**src/rtl/fft_pkg.sv**
```systemverilog
// Shared definitions for the radix-2 DIT FFT sequencing controller.
// Latency: n/a (types and constant functions only).
// Backpressure: n/a.
//
// Contents: FSM state enum, bit-reversal helper over a run-time width
// (up to MAX_LOG2N bits), and the stage-index width helper.
package fft_pkg;

    localparam int MAX_LOG2N = 12;

    typedef enum logic [1:0] {
        ST_IDLE  = 2'd0,
        ST_ISSUE = 2'd1,
        ST_DRAIN = 2'd2,
        ST_DONE  = 2'd3
    } fft_state_t;

    // Bits needed to hold a stage index 0..log2n-1 (never narrower than 1).
    function automatic int stage_w(input int log2n);
        return (log2n > 1) ? $clog2(log2n) : 1;
    endfunction

    // Reverse the low w bits of v; bits at and above w come back as zero.
    function automatic logic [MAX_LOG2N-1:0] bitrev(input logic [MAX_LOG2N-1:0] v,
                                                     input int                   w);
        logic [MAX_LOG2N-1:0] r;
        r = '0;
        for (int i = 0; i < MAX_LOG2N; i++) begin
            if (i < w) begin
                r[i] = v[w-1-i];
            end
        end
        return r;
    endfunction

endpackage

```
**src/rtl/clock_delay.sv**
```systemverilog
// Fixed-depth delay line with synchronous clear.
// Latency: DEPTH cycles from i_din to o_dout.
// Backpressure: none; shifts every cycle.
//
// Ports: i_clk clock, i_clr synchronous clear (all stages to zero),
//        i_din data in, o_dout data delayed DEPTH cycles.
module clock_delay #(
    parameter int WIDTH = 1,
    parameter int DEPTH = 1
) (
    input  logic             i_clk,
    input  logic             i_clr,
    input  logic [WIDTH-1:0] i_din,
    output logic [WIDTH-1:0] o_dout
);

    logic [WIDTH-1:0] r_pipe [DEPTH];

    always_ff @(posedge i_clk) begin
        if (i_clr) begin
            for (int i = 0; i < DEPTH; i++) begin
                r_pipe[i] <= '0;
            end
        end else begin
            r_pipe[0] <= i_din;
            for (int i = 1; i < DEPTH; i++) begin
                r_pipe[i] <= r_pipe[i-1];
            end
        end
    end

    assign o_dout = r_pipe[DEPTH-1];

endmodule

```
**src/rtl/fft_seq_ctrl.sv**
```systemverilog
// Address/strobe sequencer for an N = 2^LOG2N point radix-2 DIT FFT.
// Latency: first rd_en one cycle after start; wr_* trail rd_* by PIPE_LAT.
// Backpressure: none; one butterfly per cycle, start ignored unless IDLE.
//
// Optional feature macro: FFT_SEQ_BITREV_EN (stage-0 read addresses are
// bit-reversed so input can be loaded in natural order).
//
// Ports:
//   i_clk, i_rst            clock, synchronous active-high reset
//   i_start_fft, i_inverse  start request (IDLE only), IFFT mode latched on start
//   o_busy, o_fft_done      running flag, one-cycle completion pulse
//   o_bank_select, o_stage  bank read this stage (other bank written), stage index
//   o_rd_en, o_rd_addr_a/b  butterfly issue strobe and read addresses
//   o_tw_addr, o_tw_conj    twiddle ROM address (aligned with reads), conjugate flag
//   o_wr_en, o_wr_addr_a/b  write strobe and natural-order write addresses
module fft_seq_ctrl
    import fft_pkg::*;
#(
    parameter int LOG2N    = 5,
    parameter int PIPE_LAT = 9
) (
    input  logic                        i_clk,
    input  logic                        i_rst,
    input  logic                        i_start_fft,
    input  logic                        i_inverse,
    output logic                        o_busy,
    output logic                        o_fft_done,
    output logic                        o_bank_select,
    output logic [stage_w(LOG2N)-1:0]   o_stage,
    output logic                        o_rd_en,
    output logic [LOG2N-1:0]            o_rd_addr_a,
    output logic [LOG2N-1:0]            o_rd_addr_b,
    output logic [LOG2N-2:0]            o_tw_addr,
    output logic                        o_tw_conj,
    output logic                        o_wr_en,
    output logic [LOG2N-1:0]            o_wr_addr_a,
    output logic [LOG2N-1:0]            o_wr_addr_b
);

    localparam int SW    = stage_w(LOG2N);
    localparam int KW    = LOG2N - 1;
    localparam int TW_W  = LOG2N - 1;
    localparam int DW    = $clog2(PIPE_LAT + 1);
    localparam int DLY_W = 2 * LOG2N + 1;

    localparam logic [KW-1:0] K_LAST = {KW{1'b1}};
    localparam logic [SW-1:0] S_LAST = SW'(LOG2N - 1);
    localparam logic [DW-1:0] D_LAST = DW'(PIPE_LAT - 1);

    if (LOG2N < 2 || LOG2N > MAX_LOG2N || PIPE_LAT < 1) begin : g_param_err
        $error("fft_seq_ctrl: LOG2N must be 2..12 and PIPE_LAT >= 1");
    end

    fft_state_t      r_state;
    logic [KW-1:0]   r_k;
    logic [DW-1:0]   r_drain;
    logic [SW-1:0]   r_stage;
    logic            r_bank;
    logic            r_conj;
    logic            r_busy;
    logic            r_done;
    logic            r_rd_en;
    logic [LOG2N-1:0] r_nat_a;
    logic [LOG2N-1:0] r_nat_b;
    logic [LOG2N-1:0] r_rd_a;
    logic [LOG2N-1:0] r_rd_b;
    logic [TW_W-1:0]  r_tw;

    logic [KW-1:0]    w_calc_k;
    logic [SW-1:0]    w_calc_s;
    logic [LOG2N-1:0] w_kk;
    logic [LOG2N-1:0] w_lo;
    logic [LOG2N-1:0] w_nat_a;
    logic [LOG2N-1:0] w_nat_b;
    logic [LOG2N-1:0] w_rd_a;
    logic [LOG2N-1:0] w_rd_b;
    logic [TW_W-1:0]  w_tw;
    logic [DLY_W-1:0] w_dly_in;
    logic [DLY_W-1:0] w_dly_out;

    // The address registers are loaded one cycle ahead of use, so the
    // generator works on the butterfly that will be presented next:
    // k+1 while issuing, (k=0, stage+1) at the end of a drain, (0,0) from IDLE.
    always_comb begin
        w_calc_k = '0;
        w_calc_s = '0;
        case (r_state)
            ST_ISSUE: begin
                w_calc_k = r_k + 1'b1;
                w_calc_s = r_stage;
            end
            ST_DRAIN: begin
                w_calc_s = (r_stage == S_LAST) ? r_stage : r_stage + 1'b1;
            end
            default: ;
        endcase
    end

    // a inserts a zero at bit position s of k; b sets that bit.
    // Twiddle index is the low s bits of k scaled up to the N/2-entry ROM.
    always_comb begin
        w_kk    = {1'b0, w_calc_k};
        w_lo    = w_kk & ((LOG2N'(1) << w_calc_s) - LOG2N'(1));
        w_nat_a = (((w_kk >> w_calc_s) << w_calc_s) << 1) | w_lo;
        w_nat_b = w_nat_a + (LOG2N'(1) << w_calc_s);
        w_tw    = TW_W'(w_lo << (LOG2N - 1 - int'(w_calc_s)));
        w_rd_a  = w_nat_a;
        w_rd_b  = w_nat_b;
`ifdef FFT_SEQ_BITREV_EN
        // Only the first pass reads scrambled; writes always land in natural order.
        if (w_calc_s == '0) begin
            w_rd_a = LOG2N'(bitrev(MAX_LOG2N'(w_nat_a), LOG2N));
            w_rd_b = LOG2N'(bitrev(MAX_LOG2N'(w_nat_b), LOG2N));
        end
`endif
    end

    always_ff @(posedge i_clk) begin
        if (i_rst) begin
            r_state <= ST_IDLE;
            r_k     <= '0;
            r_drain <= '0;
            r_stage <= '0;
            r_bank  <= 1'b0;
            r_conj  <= 1'b0;
            r_busy  <= 1'b0;
            r_done  <= 1'b0;
            r_rd_en <= 1'b0;
            r_nat_a <= '0;
            r_nat_b <= '0;
            r_rd_a  <= '0;
            r_rd_b  <= '0;
            r_tw    <= '0;
        end else begin
            r_done <= 1'b0;
            case (r_state)
                ST_IDLE: begin
                    if (i_start_fft) begin
                        r_state <= ST_ISSUE;
                        r_conj  <= i_inverse;
                        r_stage <= '0;
                        r_bank  <= 1'b0;
                        r_k     <= '0;
                        r_busy  <= 1'b1;
                        r_rd_en <= 1'b1;
                        r_nat_a <= w_nat_a;
                        r_nat_b <= w_nat_b;
                        r_rd_a  <= w_rd_a;
                        r_rd_b  <= w_rd_b;
                        r_tw    <= w_tw;
                    end
                end
                ST_ISSUE: begin
                    if (r_k == K_LAST) begin
                        r_state <= ST_DRAIN;
                        r_k     <= '0;
                        r_drain <= '0;
                        r_rd_en <= 1'b0;
                    end else begin
                        r_k     <= w_calc_k;
                        r_nat_a <= w_nat_a;
                        r_nat_b <= w_nat_b;
                        r_rd_a  <= w_rd_a;
                        r_rd_b  <= w_rd_b;
                        r_tw    <= w_tw;
                    end
                end
                ST_DRAIN: begin
                    // The last write of the stage lands in this final drain
                    // cycle, so the bank may flip on the same edge.
                    if (r_drain == D_LAST) begin
                        r_drain <= '0;
                        r_bank  <= ~r_bank;
                        if (r_stage == S_LAST) begin
                            r_state <= ST_DONE;
                            r_busy  <= 1'b0;
                            r_done  <= 1'b1;
                        end else begin
                            r_state <= ST_ISSUE;
                            r_stage <= w_calc_s;
                            r_k     <= '0;
                            r_rd_en <= 1'b1;
                            r_nat_a <= w_nat_a;
                            r_nat_b <= w_nat_b;
                            r_rd_a  <= w_rd_a;
                            r_rd_b  <= w_rd_b;
                            r_tw    <= w_tw;
                        end
                    end else begin
                        r_drain <= r_drain + 1'b1;
                    end
                end
                ST_DONE: begin
                    r_state <= ST_IDLE;
                end
                default: begin
                    r_state <= ST_IDLE;
                end
            endcase
        end
    end

    // Write side is the natural-order issue stream delayed by the datapath latency.
    assign w_dly_in = {r_rd_en, r_nat_a, r_nat_b};

    clock_delay #(
        .WIDTH (DLY_W),
        .DEPTH (PIPE_LAT)
    ) u_wr_dly (
        .i_clk  (i_clk),
        .i_clr  (i_rst),
        .i_din  (w_dly_in),
        .o_dout (w_dly_out)
    );

    assign o_wr_en       = w_dly_out[DLY_W-1];
    assign o_wr_addr_a   = w_dly_out[2*LOG2N-1:LOG2N];
    assign o_wr_addr_b   = w_dly_out[LOG2N-1:0];

    assign o_busy        = r_busy;
    assign o_fft_done    = r_done;
    assign o_bank_select = r_bank;
    assign o_stage       = r_stage;
    assign o_rd_en       = r_rd_en;
    assign o_rd_addr_a   = r_rd_a;
    assign o_rd_addr_b   = r_rd_b;
    assign o_tw_addr     = r_tw;
    assign o_tw_conj     = r_conj;

endmodule
```
**config.mk**
```make
export PLATFORM = sky130hd
export DESIGN_NAME = fft_seq_ctrl
export DESIGN_NICKNAME = d
export VERILOG_FILES = /design/src/rtl/fft_pkg.sv /design/src/rtl/clock_delay.sv /design/src/rtl/fft_seq_ctrl.sv
export SDC_FILE = /design/constraint.sdc
export NUM_CORES = 1
export LEC_CHECK = 0
export CAP_MARGIN = 30
export CORE_ASPECT_RATIO = 1.2
export CORE_UTILIZATION = 45
export DETAILED_ROUTE_END_ITERATION = 10
export GPL_TIMING_DRIVEN = 0
export PLACE_DENSITY_LB_ADDON = 0.12
export SLEW_MARGIN = 20
export SYNTH_ARGS = -nofsm -noshare
export SYNTH_HDL_FRONTEND = slang
export SYNTH_SLANG_ARGS = --single-unit
```
**constraint.sdc**
```tcl
create_clock -name i_clk -period 3.5 [get_ports i_clk]
set_input_delay 0.35 -clock i_clk [delete_from_list [all_inputs] [get_ports i_clk]]
set_output_delay 0.35 -clock i_clk [all_outputs]
set_load 0.02 [all_outputs]
```
# Yosys cells after proc, flatten, opt, wreduce, memory -nomap -nowiden
# Memory sizes are Yosys's and may differ from the RTL's.
# Index checks and enable logic that the tools add are counted.
dict set report op_classes {
  addsub 6
  eq_ne 12
  shift 4
  n_mux 59
  bitwise_logic 14
  reduce_logical 14
}
# operator n
set ops {}
lappend ops {{two-way mux 11 bit} 9}
lappend ops {{two-way mux 4 bit} 11}
lappend ops {{two-way mux 5 bit} 8}
lappend ops {{left shift 5 x 32 -> 4 bit} 1}
lappend ops {{case mux 5 bit (3 select lines)} 2}
lappend ops {{case mux 4 bit (3 select lines)} 2}
lappend ops {{two-way mux 1 bit} 12}
lappend ops {{two-way mux 3 bit} 4}
lappend ops {{!= test 2 bit, second input constant} 6}
lappend ops {{case mux 3 bit (2 select lines)} 2}
lappend ops {{AND reduction 4 bit} 3}
lappend ops {{AND reduction 5 bit} 2}
lappend ops {{OR 1 bit} 9}
lappend ops {{adder 4 x 1 -> 4 bit, second input constant} 2}
lappend ops {{== test 4 bit, second input constant} 2}
lappend ops {{two-way mux 2 bit} 4}
lappend ops {{case mux 2 bit (4 select lines)} 1}
lappend ops {{case mux 4 bit (2 select lines)} 1}
lappend ops {{AND reduction 3 bit} 2}
lappend ops {{adder 5 bit} 1}
lappend ops {{AND 4 x 5 -> 5 bit} 1}
lappend ops {{OR 5 bit} 1}
lappend ops {{left shift 1 x 3 -> 5 bit, first input constant} 1}
lappend ops {{left shift 5 x 3 -> 4 bit} 1}
lappend ops {{other kinds (15)} 21}
dict set report totals {
  regBits 32
  ramBits 99
  input_bits 4
  mem_count 1
}
# memory depth width rd rd_clocked_by_memory_dff write_ports line_no
set mem_list {}
lappend mem_list {u_wr_dly.r_pipe 9 11 9 0 9 clock_delay.sv:17} ;# logic [WIDTH-1:0] r_pipe [DEPTH];

# Depth between registers and ports, before layout
# Gate-level depths: netlist of run 1.
dict set report depth {
  depth_word 11
  mapped_depth 18
  mapped_depth_nobuf 17
}

# Modules after synthesis
# A second synthesis of run 1 with hierarchy kept.
dict set report unflattened {
  hier_cells 475
  hier_area_um2 4907.2
}
# module instances cells_per_inst area_each_um2
set modules_own_cells {}
lappend modules_own_cells {clock_delay 1 220 2757.6}
lappend modules_own_cells {fft_seq_ctrl 1 255 2149.6}

# Worst setup path before layout of run 1
# Ideal clock, no wire load.
dict set report synth_path {
  path_kind {flip-flop to flip-flop}
  from {register r_stage[0] (netlist: o_stage[0])}
  to {register r_rd_b[4] (netlist: o_rd_addr_b[4])}
  setup_time_ps 79
  arrival_time_ps 3469
  t_required_ps 3421
  path_slack_ps -49
  path_stages_with_launch 17
  path_buffers 0
  synth_period_minus_slack_ps 3549
  cell_sequence {dfxtp_1 > inv_1 > ha_1 > a21bo_2 > mux2i_2 > nand2_1 > ha_1 > ha_1 > inv_1 > ha_1 > or2_2 > o31ai_1 > fa_1 > a21o_1 > a21oi_1 > xnor2_1 > a211oi_2}
}
dict set report synth_via {
  elab_chain_len 11
  word_cells_on_any_way 18
  classes_between {add/sub (3); eq/ne (2); shift (3); mux (7); bitwise (2); reduce/logical (1)}
}
# element line_no
set synth_rtl {}
lappend synth_rtl {{start: declaration} fft_seq_ctrl.sv:57} ;# logic [SW-1:0] r_stage;
lappend synth_rtl {{start signal: assignment} fft_seq_ctrl.sv:180} ;# r_stage <= w_calc_s;
lappend synth_rtl {{adder 3 x 1 -> 3 bit or == test 3 bit (tied branches)} fft_seq_ctrl.sv:93} ;# w_calc_s = (r_stage == S_LAST) ? r_stage : r_stage + 1'b1;
lappend synth_rtl {{two-way mux 3 bit} fft_seq_ctrl.sv:93}
lappend synth_rtl {{case mux 3 bit (2 select lines) *} fft_seq_ctrl.sv:87} ;# case (r_state)
lappend synth_rtl {{left shift 1 x 3 -> 5 bit} fft_seq_ctrl.sv:103} ;# w_lo = w_kk & ((LOG2N'(1) << w_calc_s) - LOG2N'(1));
lappend synth_rtl {{subtractor 5 x 1 -> 5 bit} fft_seq_ctrl.sv:103}
lappend synth_rtl {{AND 4 x 5 -> 5 bit} fft_seq_ctrl.sv:103}
lappend synth_rtl {{OR 5 bit *} fft_seq_ctrl.sv:104} ;# w_nat_a = (((w_kk >> w_calc_s) << w_calc_s) << 1) | w_lo;
lappend synth_rtl {{net w_nat_a[1]} fft_seq_ctrl.sv:73} ;# logic [LOG2N-1:0] w_nat_a;
lappend synth_rtl {{adder 5 bit *} fft_seq_ctrl.sv:105} ;# w_nat_b = w_nat_a + (LOG2N'(1) << w_calc_s);
lappend synth_rtl {{two-way mux 5 bit} fft_seq_ctrl.sv:174} ;# if (r_stage == S_LAST) begin
lappend synth_rtl {{two-way mux 5 bit} fft_seq_ctrl.sv:171} ;# if (r_drain == D_LAST) begin
lappend synth_rtl {{case mux 5 bit (3 select lines) *} fft_seq_ctrl.sv:136} ;# case (r_state)
lappend synth_rtl {{end signal: assignment} fft_seq_ctrl.sv:149} ;# r_rd_b <= w_rd_b;
lappend synth_rtl {{end signal: assignment} fft_seq_ctrl.sv:164} ;# r_rd_b <= w_rd_b;
lappend synth_rtl {{end signal: assignment} fft_seq_ctrl.sv:186} ;# r_rd_b <= w_rd_b;
lappend synth_rtl {{end: declaration} fft_seq_ctrl.sv:66} ;# logic [LOG2N-1:0] r_rd_b;
# Mark *: on every way through the listed nets, which the timed path passes. The rest lies on a longest branch. The select of a mux whose other input is x is not followed.
# A chain may end at the register's enable or synchronous reset.

# Final worst setup path of run 1
dict set report layout_path {
  from {register r_state[1]}
  to {register r_rd_b[4] (netlist: o_rd_addr_b[4])}
}
dict set report layout_via {
  elab_chain_len 10
  word_cells_on_any_way 23
  classes_between {add/sub (2); eq/ne (6); shift (3); mux (7); bitwise (2); reduce/logical (3)}
}
# element line_no
set layout_rtl {}
lappend layout_rtl {{start: declaration} fft_seq_ctrl.sv:54} ;# fft_state_t r_state;
lappend layout_rtl {{start signal: assignment} fft_seq_ctrl.sv:120} ;# r_state <= ST_IDLE;
lappend layout_rtl {{start signal: assignment} fft_seq_ctrl.sv:139} ;# r_state <= ST_ISSUE;
lappend layout_rtl {{start signal: assignment} fft_seq_ctrl.sv:155} ;# r_state <= ST_DRAIN;
lappend layout_rtl {{== test 2 bit or == test 2 x 1 -> 1 bit (tied branches)} fft_seq_ctrl.sv:87}
lappend layout_rtl {{case mux 3 bit (2 select lines)} fft_seq_ctrl.sv:87}
lappend layout_rtl {{left shift 1 x 3 -> 5 bit} fft_seq_ctrl.sv:103}
lappend layout_rtl {{subtractor 5 x 1 -> 5 bit} fft_seq_ctrl.sv:103}
lappend layout_rtl {{AND 4 x 5 -> 5 bit} fft_seq_ctrl.sv:103}
lappend layout_rtl {{OR 5 bit *} fft_seq_ctrl.sv:104}
lappend layout_rtl {{net w_nat_a[2]} fft_seq_ctrl.sv:73}
lappend layout_rtl {{adder 5 bit *} fft_seq_ctrl.sv:105}
lappend layout_rtl {{two-way mux 5 bit} fft_seq_ctrl.sv:174}
lappend layout_rtl {{two-way mux 5 bit} fft_seq_ctrl.sv:171}
lappend layout_rtl {{case mux 5 bit (3 select lines) *} fft_seq_ctrl.sv:136}
# Marked as above.

==> reports/results.md, run 1 <==
| Item | This run |
|:---|:---|
| Number of endpoints with negative hold slack in the final report | 0 |
| Mean instance size in the synthesized netlist | 10.3 um2 |
| Non-filler instance count after layout | 665 |
| Cell-internal power | 0.00332 W |
| Width of the die | 96.2 um |
| Overall power | 0.00460 W |
| Start of the worst register-to-register path | r_state[1]$_SDFFE_PP0P_ |
| Number of buffers between clock root and the deepest sink | 2 |
| Register bit count reported by yosys | 131 |
| EDFF count, synth | 0 |
| Vias/cell | 4.95 |
| Critical setup path kind | reg -> reg |
| Gate count after technology mapping | 467 |
| Die footprint | 11100 um2 |
| Slew at the pin closest to its max-slew limit | 732 ps |
| Post-synth ARST share | 0% |
| Area delta synth->final | 28.8% |
| Xor-xnor portion of the synthesized cell area | 1.65% |
| DP Wirelength | 6.24 mm |
| Worst setup path start | r_state[1]$_SDFFE_PP0P_ |
| Share of synthesized cell area in and, or, nand and nor gates | 22.6% |
| Mapped cell area | 4790 um2 |
| Root buffer selected by CTS | sky130_fd_sc_hd__clkbuf_16 |
| Sequential element share of the synthesized area | 54.8% |
| Sequential fraction of design power | 36.6% |
| FILL cells | 877 |
| Wire length of the first global-routing pass | 14.7 mm |
| Detailed-route DRC error count | 0 |
| Row count | 40 |
| Maximum clock frequency | 295 MHz |
| Antenna violations before repair | 0 |
| Worst Path Arrival | 3720 ps |
| Synthesis Warnings | 0 |
| Cell types with the largest area share after synthesis | sky130_fd_sc_hd__dfxtp_1 55%, sky130_fd_sc_hd__nor2b_1 13%, sky130_fd_sc_hd__ha_1 5.0% |
| Peak supply drop | 0.338 mV |
| Sum of overflow across all layers after global routing | 0 |
| Total clock buffers created by CTS | 17 |
| Adder-cell share of the synthesized area | 5.38% |
| CTS hold repair buffers | 0 |
| Final setup skew | 9.70 ps |
| Post-layout minimum cycle time | 3390 ps |
| Clock tree from TritonCTS | yes |
| Worst setup path endpoint | o_rd_addr_b[4]$_SDFFE_PP0P_ |
| Worst Path Max Fanout | 10 |
| Buffers added on ports | 35 |
| Cell type with the largest total area after synthesis | sky130_fd_sc_hd__dfxtp_1 |
| Required arrival time at the worst endpoint | 3830 ps |
| Predominant post-synthesis flop cell | sky130_fd_sc_hd__dfxtp_1 |
| Chain of cells forming the critical path | clkinvlp_4 -> ha_4 -> buf_6 -> inv_1 -> nor4_4 -> inv_4 -> buf_4 -> nand2_1 -> ha_2 -> inv_1 -> xnor2_1 -> o22ai_2 -> ha_4 -> a21o_1 -> a21oi_2 -> xnor2_2 -> a211oi_2 |
| WL final | 9.06 mm |
| Status | complete, no violations |
| Routability Congestion | 0.940 |
| Pin count of the biggest net entering global routing | 17 |
| Y dimension of the die | 115 um |
| Fraction of layout instances using a drive strength above 1 | 16.3% |
| GR Util All Layers | 18.1% |
| Antenna Cells | 0 |
| Net Count, Synth | 491 |
| Starting DRC count in detailed routing | 172 |
| Number of max-cap violations | 0 |
| Via count of the first global-routing pass | 3168 |
| Number of iterations in the first detailed-routing pass | 4 |
| Endpoint type of the worst setup path | flip-flop |
| Multiplexer fraction of the synthesized cell area | 0.915% |
| Largest stage delay on the critical path | 390 ps |
| Leakage | 2.44 nW |
| Distinct cell type count after synthesis | 57 |
| Switching power total | 0.00128 W |
| Clock network latency to the later pin of the worst-skew pair | 410 ps |
| Switching share of total power | 27.7% |
| Slowest library cell on the worst path | sky130_fd_sc_hd__dfxtp_4 |
| Remaining number of nets flagged by the antenna check after routing | 0 |
| Total core area | 10200 um2 |
| Count of H-tree levels built during CTS | 4 |
| Classification of the worst-slack hold path | reg -> reg |
| Initial core utilization | 47.1% |
| Clock tree sinks | 131 |
| Proportion of power drawn by combinational gates | 21.0% |
| Register clock-pin slew on the reported worst setup and hold paths | 50 ps |
| Startpoint Class | flip-flop |
| Worst reg2reg path endpoint | o_rd_addr_b[4]$_SDFFE_PP0P_ |
| Final number of max-transition violations | 0 |
| R2R setup slack | 110 ps |
| Rel. slew slack | 50.6% |
| Nets | 550 |
| Area share of the largest cell type after synthesis | 54.8% |
| Post-DR wirelength/cell | 13.6 um |
| Share of total power in the clock network | 42.5% |
| Compound-cell area share of the yosys netlist | 9.49% |
| Placed cells | 628 |
| Count of vias placed by the detailed router | 3290 |
| Power per Cell Area | 746 nW/um2 |
| FF-to-FF path depth | 17 |
| # IOs | 37 |
| Combinational family with the most area after synthesis | simple AND/OR/NAND/NOR gates |
| Period Utilization, post-route | 96.9% |
| Final setup violation count | 0 |
==> area by class of cell <==
cell class	instances	area, um2	area share, %
Clock buffer	20	467	7.57
Buffer	31	181	2.94
Tap cell	126	158	2.56
Sequential cell	131	2640	42.7
Clock inverter	12	201	3.27
Multi-Input combinational cell	286	2050	33.3
Inverter	18	76.3	1.24
Timing Repair Buffer	41	395	6.41
==> layout by cell type, fill, tap and decap left out, types with 8 or more instances in the layout <==
master	count
sky130_fd_sc_hd__buf_4	17
sky130_fd_sc_hd__nor2_1	24
sky130_fd_sc_hd__clkbuf_16	17
sky130_fd_sc_hd__a21oi_1	17
sky130_fd_sc_hd__ha_1	11
sky130_fd_sc_hd__inv_1	13
sky130_fd_sc_hd__nand3_1	8
sky130_fd_sc_hd__dfxtp_1	127
sky130_fd_sc_hd__clkdlybuf4s50_1	35
sky130_fd_sc_hd__nor2b_1	101
sky130_fd_sc_hd__clkbuf_1	14
sky130_fd_sc_hd__nand2_1	25
==> per-stage QoR <==
step           area (um2)  utilization, %  hold slack, ps  worst slack [ps]  setup TNS, ps
6_report             6170            60.7             431               110              0
3_5_place_dp         5300            52.1             422              -564          -1880
4_1_cts              6020            59.2             435              7.88              0
3_3_place_gp         5300            52.1             415              -577          -1860
5_1_grt              6170            60.7             448             -21.9          -21.9
2_1_floorplan        4790               -             414              3.24              0
==> cells in the mapped netlist, drive strengths merged, types with 4 or more instances <==
library cell,count
nand3,8
xnor2,5
a31oi,4
nor3,5
xor2,4
nor2,24
nand2b,5
clkbuf,15
dfxtp,131
nand4,5
a211oi,6
ha,19
inv,18
buf,17
nor2b,101
nand2,27
o21ai,4
a22oi,4
a21oi,19
mux2i,4
==> layer usage <==
metal,part of all wire (%),vias to the layer above,GRT usage (%)
met5,0,-,0
met4,2.7,0,9.45
met3,3.9,18,6.22
met2,52,74,31.5
met1,41,1551,19.0
li1,-,1647,-
==> repair_timing <==
item	in CTS	in global routing
buffers inserted	2	4
gates resized for setup	14	23
pin swaps	1	6
setup endpoints to repair	6	2
hold endpoints to repair	0	0
==> worst max-delay path, delay by kind of cell, from the launching register on <==
family	cells	cell delay, ps
AOI/OAI and AO/OA	4	820
xor gates and xnor gates	2	230
adders and majority gates	3	760
buffers and inverters	6	680
DFF	1	390
and+or+nand+nor	2	440
==> cell families (layout without fill, tap and decap cells) <==
group | after synthesis | in the layout
compound gates | 63 | 63
xor+xnor | 9 | 9
fa+ha+maj | 20 | 20
buf+inv | 50 | 122
flops | 131 | 131
mux | 4 | 4
other cells | 1 | 1
simple gates | 189 | 189
==> worst min path at each step <==
stage | startpoint | endpoint | slack, ps | depth (start not counted)
finish | u_wr_dly.r_pipe[0][44]$_SDFF_PP0_ | u_wr_dly.r_pipe[0][55]$_SDFF_PP0_ | 430 | 1
floorplan | u_wr_dly.r_pipe[0][0]$_SDFF_PP0_ | u_wr_dly.r_pipe[0][11]$_SDFF_PP0_ | 410 | 1
detailed placement | u_wr_dly.r_pipe[0][8]$_SDFF_PP0_ | u_wr_dly.r_pipe[0][19]$_SDFF_PP0_ | 420 | 1
global placement | u_wr_dly.r_pipe[0][26]$_SDFF_PP0_ | u_wr_dly.r_pipe[0][37]$_SDFF_PP0_ | 420 | 1
CTS | u_wr_dly.r_pipe[0][8]$_SDFF_PP0_ | u_wr_dly.r_pipe[0][19]$_SDFF_PP0_ | 430 | 1
global route | u_wr_dly.r_pipe[0][13]$_SDFF_PP0_ | u_wr_dly.r_pipe[0][24]$_SDFF_PP0_ | 450 | 1
==> flip-flops by register name (all words and copies together), names as in the netlist, 2 cells and up <==
register / count
o_rd_addr_b: 5
u_wr_dly.r_pipe: 99
r_k: 4
o_stage: 3
o_tw_addr: 4
r_drain: 4
o_rd_addr_a: 5
r_state: 2
==> power by group through the flow <==
stage | sequential, W | clock (W) | combinational, W
2_1_floorplan | 0.00173 | 0 | 0.000554
3_3_place_gp | 0.00169 | 0 | 0.000846
3_5_place_dp | 0.00170 | 0 | 0.000857
4_1_cts | 0.00167 | 0.00199 | 0.000893
5_1_grt | 0.00170 | 0.00206 | 0.00107
6_report | 0.00168 | 0.00195 | 0.000966
Note: power is estimated with default switching activity, not from simulation.
==> inputs of run 2 (changes only) <==
CORE_UTILIZATION = 42   (was 45)
==> reports/results.md, run 2 (same netlist as run 1, synthesis figures left out) <==
| Item | This run | Change |
|:---|:---|:---|
| Width of the die | 99.5 um | +3.4% |
| Leakage | 2.47 nW | +1.1% |
| Maximum clock frequency | 300 MHz | +1.6% |
| Sum of overflow across all layers after global routing | 0 | unchanged |
| Peak supply drop | 0.374 mV | +11% |
| Starting DRC count in detailed routing | 91 | -47% |
| Non-filler instance count after layout | 697 | +4.8% |
| Y dimension of the die | 119 um | +3.4% |
| Largest stage delay on the critical path | 400 ps | about the same |
| Power per Cell Area | 735 nW/um2 | -1.5% |
| Total met3 wirelength after detailed routing | 245 um | -30% |
| Post-DR wirelength/cell | 12.8 um | -6.0% |
| DP Wirelength | 6.32 mm | +1.2% |
| Worst Path Max Fanout | 8 | -2 |
| Pin count of the biggest net entering global routing | 17 | unchanged |
| Count of vias placed by the detailed router | 3261 | -0.88% |
| Overall power | 0.00456 W | -1.0% |
| Register clock-pin slew on the reported worst setup and hold paths | 60 ps | about the same |
| Critical setup path kind | reg -> reg |  |
| Wire length of the first global-routing pass | 14.7 mm | +0.14% |
| Required arrival time at the worst endpoint | 3820 ps | about the same |
| WL final | 8.93 mm | -1.5% |
| Final setup violation count | 0 | unchanged |
| Crit path max-delay family | adder cells |  |
| Buffers & Inverters on Critical Path | 4 | -2 |
| Placed cells | 656 | +4.5% |
| Cell-internal power | 0.00327 W | -1.6% |
| Antenna violations before repair | 0 | unchanged |
| Nets | 554 | +0.73% |
| FILL cells | 988 | +13% |
| Startpoint Class | flip-flop |  |
| Initial core utilization | 43.2% | -3.9 points |
| Final setup skew | 8.42 ps | -1.28 ps |
| Rel. slew slack | 47.7% | -2.9 points |
| Number of buffers between clock root and the deepest sink | 2 | unchanged |
| Slowest library cell on the worst path | sky130_fd_sc_hd__fa_2 |  |
| Sequential fraction of design power | 36.7% | about the same |
| Count of H-tree levels built during CTS | 4 | unchanged |
| Proportion of power drawn by combinational gates | 21.2% | +0.2 points |
| Status | complete, no violations |  |
| Remaining number of nets flagged by the antenna check after routing | 0 | unchanged |
| Most common cell after layout, fill and taps aside | sky130_fd_sc_hd__dfxtp_1 |  |
| Period Utilization, post-route | 95.4% | -1.5 points |
| Number of iterations in the first detailed-routing pass | 4 | unchanged |
| Critical Path Most Common Cell | sky130_fd_sc_hd__ha_1 |  |
| # IOs | 37 | unchanged |
| Root buffer selected by CTS | sky130_fd_sc_hd__clkbuf_16 |  |
| Top metal layer carrying routed signals | met4 |  |
| Via count of the first global-routing pass | 3147 | -0.66% |
| Post-layout minimum cycle time | 3340 ps | -52.2 ps |
| Worst slack, placed | -573 ps | -9.07 ps |
| Area delta synth->final | 29.5% |  |
| Vias/cell | 4.68 | -5.4% |
| Flip-flop count of the largest register after layout | 99 | unchanged |
| Chain of cells forming the critical path | inv_1 -> ha_1 -> clkbuf_4 -> nor4bb_4 -> nor4_4 -> inv_4 -> ha_1 -> inv_2 -> ha_2 -> or2_2 -> o31ai_4 -> fa_2 -> a21o_1 -> a21oi_1 -> xnor2_1 -> a211oi_2 |  |
| Final number of max-transition violations | 0 | unchanged |
| Share of total power in the clock network | 42.1% | -0.4 points |
| WL met1 | 3.77 mm | +0.43% |
| Buffers added on ports | 35 | unchanged |
| Clock tree sinks | 131 | unchanged |
| Worst Path Arrival | 3660 ps | -60 ps |
| Highest-count cells in the layout ignoring fill and taps | 127 x sky130_fd_sc_hd__dfxtp_1, 101 x sky130_fd_sc_hd__nor2b_1, 35 x sky130_fd_sc_hd__clkdlybuf4s50_1, 25 x sky130_fd_sc_hd__nand2_1, 24 x sky130_fd_sc_hd__nor2_1 |  |
| CTS hold repair buffers | 0 | unchanged |
| GR Util All Layers | 16.4% | -1.7 points |
| Clock tree from TritonCTS | yes |  |
| Detailed-route DRC error count | 0 | unchanged |
| Switching share of total power | 28.2% | +0.46 points |
| Slew at the pin closest to its max-slew limit | 775 ps | +42.5 ps |
| Routability Congestion | 0.915 | -2.6% |
| Fraction of layout instances using a drive strength above 1 | 16.2% | -0.12 points |
| Antenna Cells | 0 | unchanged |
| Final setup slack of the worst path | 162 ps | +52.2 ps |
| Switching power total | 0.00128 W | +0.65% |
| Endpoint type of the worst setup path | flip-flop |  |
| Register with the most flip-flops | u_wr_dly.r_pipe |  |
| DR WL met2 | 4.85 mm | +2.8% |
| Die footprint | 11800 um2 | +7.0% |
| Clock network latency to the later pin of the worst-skew pair | 400 ps | about the same |
| Classification of the worst-slack hold path | reg -> reg |  |
| Total clock buffers created by CTS | 17 | unchanged |
| Number of max-cap violations | 0 | unchanged |
| Total core area | 11100 um2 | +9.1% |
| Number of endpoints with negative hold slack in the final report | 0 | unchanged |
| Row count | 42 | +5.0% |
run 2: changes by cell type in the layout (fill, tap and decap cells not counted), sizes merged:
cell and change:
clkbuf -2, buf +3, clkinv +2, inv +3
clkinvlp -2
run 2: area by class of cell:
class	count	area, um2	area share (%)
flip-flops and latches	131	2640	42.5
multi-input cells	286	2040	32.9
clock buffers	17	425	6.86
repair buffers	44	418	6.74
clock inverters	15	229	3.69
well taps	154	193	3.11
plain buffers	32	189	3.05
inverters	18	72.6	1.17
run 2: routing by layer:
layer  up-vias  global-route usage [%]
met1      1531                    16.7
met2        56                    30.6
met5         -                       0
met3         4                    4.34
met4         0                    7.72
li1       1670                       -
run 2: timing repair:
| item | 4_1_cts | 5_1_grt |
|---|---|---|
| setup buffers | 3 | 6 |
| endpoints found under the hold margin | 0 | 0 |
| gates resized for setup | 16 | 19 |
| setup endpoints to repair | 6 | 4 |
| pin swaps | 2 | 5 |
run 2: worst paths after layout:
| path | from | to | slack [ps] | cells after the start |
|---|---|---|---|---|
| worst max-delay path | r_state[1]$_SDFFE_PP0P_ | o_rd_addr_b[4]$_SDFFE_PP0P_ | 160 | 16 |
| worst min-delay path | u_wr_dly.r_pipe[0][14]$_SDFF_PP0_ | u_wr_dly.r_pipe[0][25]$_SDFF_PP0_ | 430 | 1 |
| worst max register to register | r_state[1]$_SDFFE_PP0P_ | o_rd_addr_b[4]$_SDFFE_PP0P_ | 160 | 16 |
| worst min register to register | u_wr_dly.r_pipe[0][14]$_SDFF_PP0_ | u_wr_dly.r_pipe[0][25]$_SDFF_PP0_ | 430 | 1 |
run 2: metrics by stage:
stage / instance area [um2] / utilization, % / setup TNS [ps] / hold WS, ps
final: 6200 / 55.9 / 0 / 432
after global routing: 6200 / 55.9 / -6.61 / 446
after CTS: 6060 / 54.7 / 0 / 434
after detailed placement: 5330 / 48.1 / -1980 / 422
after global placement: 5330 / 48.1 / -1760 / 416
after floorplan: 4790 / - / 0 / 414
run 2: power by group through the flow:
stage	logic, W	registers, W	clock network, W
3_3_place_gp	0.000849	0.00169	0
6_report	0.000965	0.00167	0.00192
5_1_grt	0.00106	0.00169	0.00204
4_1_cts	0.000904	0.00167	0.00196
2_1_floorplan	0.000554	0.00173	0
3_5_place_dp	0.000856	0.00170	0
